## src/rtl/heartbeat_monitor.sv

```systemverilog
// Receive-side heartbeat checker: synchronizes a pad heartbeat, measures the
// rise-to-rise period in clk cycles and reports alive / timeout / glitch.
module heartbeat_monitor #(
    parameter int CNT_W      = 16,
    parameter int TIMEOUT    = 50000,
    parameter int MIN_PERIOD = 4
) (
    input  logic             clk,
    input  logic             rst_n,
    input  logic             sig_in,
    output logic             alive,
    output logic [CNT_W-1:0] period,
    output logic             period_valid,
    output logic             timeout,
    output logic             glitch,
    output logic [7:0]       edge_count
);

    // state  | meaning
    // IDLE   | no reference edge, counter parked at 0
    // ARMED  | one reference edge seen, measuring the next period
    // LOCKED | at least one valid period accepted
    localparam logic [1:0] IDLE   = 2'd0;
    localparam logic [1:0] ARMED  = 2'd1;
    localparam logic [1:0] LOCKED = 2'd2;

    localparam logic [CNT_W-1:0] CNT_TIMEOUT = CNT_W'(TIMEOUT);
    localparam logic [CNT_W-1:0] CNT_MIN     = CNT_W'(MIN_PERIOD);
    localparam logic [CNT_W-1:0] CNT_ONE     = CNT_W'(1);

    logic             s1;
    logic             s2;
    logic             d;
    logic             rise;
    logic [1:0]       state;
    logic [CNT_W-1:0] cnt;

    always_ff @(posedge clk or negedge rst_n) begin
        if (!rst_n) begin
            s1 <= 1'b0;
            s2 <= 1'b0;
            d  <= 1'b0;
        end else begin
            s1 <= sig_in;
            s2 <= s1;
            d  <= s2;
        end
    end

    assign rise = s2 & ~d;

    always_ff @(posedge clk or negedge rst_n) begin
        if (!rst_n) begin
            state        <= IDLE;
            cnt          <= '0;
            alive        <= 1'b0;
            period       <= '0;
            period_valid <= 1'b0;
            timeout      <= 1'b0;
            glitch       <= 1'b0;
            edge_count   <= 8'd0;
        end else begin
            period_valid <= 1'b0;
            timeout      <= 1'b0;
            glitch       <= 1'b0;

            if (rise) begin
                edge_count <= edge_count + 8'd1;
                cnt        <= CNT_ONE;
                case (state)
                    IDLE: state <= ARMED;
                    ARMED, LOCKED: begin
                        // a rise coinciding with the timeout count still wins
                        if (cnt >= CNT_MIN) begin
                            period       <= cnt;
                            period_valid <= 1'b1;
                            alive        <= 1'b1;
                            state        <= LOCKED;
                        end else begin
                            glitch <= 1'b1;
                            alive  <= 1'b0;
                            state  <= ARMED;
                        end
                    end
                    default: begin
                        state <= IDLE;
                        cnt   <= '0;
                    end
                endcase
            end else begin
                case (state)
                    IDLE: cnt <= '0;
                    ARMED, LOCKED: begin
                        if (cnt >= CNT_TIMEOUT) begin
                            timeout <= 1'b1;
                            alive   <= 1'b0;
                            state   <= IDLE;
                            cnt     <= '0;
                        end else begin
                            cnt <= cnt + CNT_ONE;
                        end
                    end
                    default: begin
                        state <= IDLE;
                        cnt   <= '0;
                    end
                endcase
            end
        end
    end

endmodule

```

## config.mk

```make
export PLATFORM = sky130hd
export DESIGN_NAME = heartbeat_monitor
export DESIGN_NICKNAME = d
export VERILOG_FILES = /design/src/rtl/heartbeat_monitor.sv
export SDC_FILE = /design/constraint.sdc
export NUM_CORES = 1
export LEC_CHECK = 0
export BUFFER_PORTS_ARGS = -buffer_cell sky130_fd_sc_hd__buf_2
export CAP_MARGIN = 20
export CORE_UTILIZATION = 35
export DETAILED_ROUTE_END_ITERATION = 6
export SLEW_MARGIN = 25
export SYNTH_ARGS = -nofsm -noshare
export SYNTH_HDL_FRONTEND = slang
export SYNTH_SLANG_ARGS = --single-unit
```

## constraint.sdc

```tcl
create_clock -name clk -period 2.49 [get_ports clk]
set_input_delay 0.1245 -clock clk [delete_from_list [all_inputs] [get_ports clk]]
set_output_delay 0.1245 -clock clk [all_outputs]
set_load 0.02 [all_outputs]
```

==> impl_metrics.env <==
export IMPL_rsz0062_at_grt="false"
export IMPL_core_area_um2=5990
export IMPL_ir_drop_mv=0.273
export IMPL_drt_wl_total_mm=3.93
export IMPL_start_kind="register"
export IMPL_antenna_found_initial=0
export IMPL_chipHeight_um=81.4
export IMPL_io_pins=31
export IMPL_synth_top_family_by_area="simple AND/OR/NAND/NOR gates"
export IMPL_grt_start_max_net_pins=33
export IMPL_synth_async_reset_ratio_pct=100
export IMPL_grt_pass1_wl_mm=6.60
export IMPL_worst_endpoint_required_ns=2.68
export IMPL_hold_violations=0
export IMPL_synthTopCellsByArea="dfrtp_1 (56%), mux2_4 (5.4%), xnor2_1 (5.2%)"
export IMPL_final_cells=291
export IMPL_htreeDepth=2
export IMPL_hpwlAfterDp_mm=2.67
export IMPL_dr_total_vias=1398
export IMPL_regArea_um2=1230
export IMPL_die_w_um=81.4
export IMPL_cap_violations=0
export IMPL_yosysWarnings=0
export IMPL_multiInputGateArea_um2=878
export IMPL_synth_common_cells="dfrtp_1 (49), nor2_1 (19), xnor2_1 (13), nand2_1 (12)"
export IMPL_grt_pass1_vias=1361
export IMPL_synth_fa_ha_area_share_pct=2.84
export IMPL_p_per_area_nw_per_um2=762
export IMPL_synth_distinct_cells=38
export IMPL_routedWlPerCell_um=13.5
export IMPL_ys_ff_latch=49
export IMPL_setup_viol=0
export IMPL_ant_nets=0
export IMPL_p_leak_nw=1.23
export IMPL_grt_remaining_overflow=0
export IMPL_place_gp_congestion=0.755
export IMPL_dp_cells=281
export IMPL_netlist_instances=182
export IMPL_clock_tree_buffer_depth=2
export IMPL_synth_most_common_cell="dfrtp_1"
export IMPL_syn_area_per_cell_um2=12.1
export IMPL_crit_type="reg2reg"
export IMPL_port_buffer_count=30
export IMPL_clkLatencyLatePin_ns=0.30
export IMPL_post_cts_setup_buffers=0
export IMPL_via_per_inst=4.80
export IMPL_n_antenna_cell=0
export IMPL_hp_class="in2async"
export IMPL_finalInstanceArea_um2=2510
export IMPL_end_kind="register"
export IMPL_cts_tree="done"
export IMPL_synth_mux_area_fraction_pct=9.53
export IMPL_synth_top_area_share_pct=55.6
export IMPL_hold_ws_ns=0.271
export IMPL_worst_slew_margin_rel_pct=70.0
export IMPL_placed_area_um2=2390
export IMPL_synth_simple_area_share_pct=16.3
export IMPL_syn_cell_area_um2=2210
export IMPL_skew_ns=0.00956
export IMPL_syn_to_final_growth_pct=14.0
export IMPL_yosysSeqAreaShare_pct=55.6
export IMPL_fin_crit_sh_pct=74.9
export IMPL_die_area_um2=6620
export IMPL_drive_gt1_share_pct=30.1
export IMPL_first_pass_iters=4
export IMPL_max_freq_ghz=0.536
export IMPL_crit_arrival_ns=2.05
export IMPL_clk_pin_slew_ns=0.09
export IMPL_fillers=574
export IMPL_cts_root_buf="clkbuf_8"
export IMPL_synth_compound_area_share_pct=3.63
export IMPL_p_total_mw=1.92
export IMPL_drt_initial_drc_count=73
export IMPL_synth_xor_area_share_pct=7.54
export IMPL_start_util_pct=36.8
export IMPL_drv_slew=0
export IMPL_worstPathMaxFanout=18
export IMPL_status="finished, final reports clean"
export IMPL_grt_use_total_pct=13.5
export IMPL_setup_tns_ns=0
export IMPL_syn_num_nets=190
export IMPL_yosysTopAreaCell="dfrtp_1"
export IMPL_clock_sinks=49
export IMPL_postSynth_topFlopCell="dfrtp_1"
export IMPL_final_nets=223
export IMPL_synth_edf_count=0
export IMPL_tightest_slew_ns=0.450
export IMPL_fin_crit_ns=1.87
export IMPL_drc=0
export IMPL_numCtsBuffers=5
export IMPL_row_count=28
## repair_timing
| action | 4_1_cts | 5_1_grt |
|---|---|---|
| resized for setup | 0 | 0 |
| hold buffers | 2 | 0 |
| endpoints found under the hold margin | 18 | 0 |
## per-stage QoR
step	worst slack (ns)	utilization (%)
CTS	0.606	42.0
global placement	0.659	39.9
global route	0.467	42.0
floorplan	0.833	-
detailed placement	0.618	39.9
finish	0.625	42.0
## state kept, by name, summed over array words and instances (netlist names)
signal and cells:
cnt 16, period 16, edge_count 8, state 2, alive 1, d 1
glitch 1, period_valid 1, s1 1, s2 1, timeout 1
## cells in the final DEF, fill, tap and decap left out, types with 2 or more instances in the layout
cell	netlist	final
xor2_1	6	6
inv_1	6	6
nand2_1	12	12
mux2_4	8	8
dlygate4sd3_1	0	2
dfrtp_1	49	49
nand4_1	8	8
nor2_1	19	19
ha_1	5	5
o211ai_1	3	3
buf_4	0	2
clkbuf_8	0	7
buf_2	2	30
xnor2_1	13	13
nand3_1	8	8
nor4_1	3	3
nor3_1	5	5
a31oi_1	2	2
mux2_2	8	8
and3_1	2	2
## report_power, final
group          internal (mW)  total, mW  switching, mW
sequential             0.883      0.987          0.103
clock                  0.251      0.499          0.248
combinational          0.161      0.430          0.269
total                   1.29       1.92          0.620
## metal layers
| layer | track usage (%) | wire, µm | vias to the layer above |
|---|---|---|---|
| met4 | 6.43 | 40 | 0 |
| met3 | 3.37 | 151 | 2 |
| met5 | 0 | 0 | - |
| li1 | - | - | 698 |
| met1 | 18.4 | 1990 | 667 |
| met2 | 19.8 | 1760 | 31 |
## cell families after synthesis
| kind of cell | Yosys count |
|---|---|
| AND/OR/NAND/NOR | 67 |
| flip-flops | 49 |
| adder cells (fa/ha/maj) | 5 |
| AO/OA/AOI/OAI | 11 |
| multiplexers | 16 |
| XOR/XNOR | 19 |
| buffers and inverters | 15 |
## cell type report
class	count	area share, %
Clock inverter	1	0.199
Tap cell	75	3.73
Timing Repair Buffer	34	7.37
Inverter	7	1.14
Multi-Input combinational cell	118	34.9
Clock buffer	7	3.83
Sequential cell	49	48.8
## path summary, 6_finish.rpt
| check | start | to | cells past startpoint | slack, ns |
|---|---|---|---|---|
| min in group clk | s1$_DFF_PN0_ | s2$_DFF_PN0_ | 0 | 0.36 |
| hold reg to reg | s1$_DFF_PN0_ | s2$_DFF_PN0_ | 0 | 0.36 |
| hold / removal | rst_n | s1$_DFF_PN0_ | 2 | 0.27 |
| max in group asynchronous | rst_n | cnt[15]$_DFF_PN0_ | 3 | 1.46 |
| setup / recovery | cnt[13]$_DFF_PN0_ | period[7]$_DFFE_PN0P_ | 4 | 0.62 |
| setup reg to reg | cnt[13]$_DFF_PN0_ | period[7]$_DFFE_PN0P_ | 4 | 0.62 |
## critical path: stages, from the launching register on
cell and delay (ns):
dfrtp_1 0.43, nor4_2 0.34, nand4_1 0.25, nand3_4 0.36, mux2_2 0.38
Power figures use the tool's default switching activity.
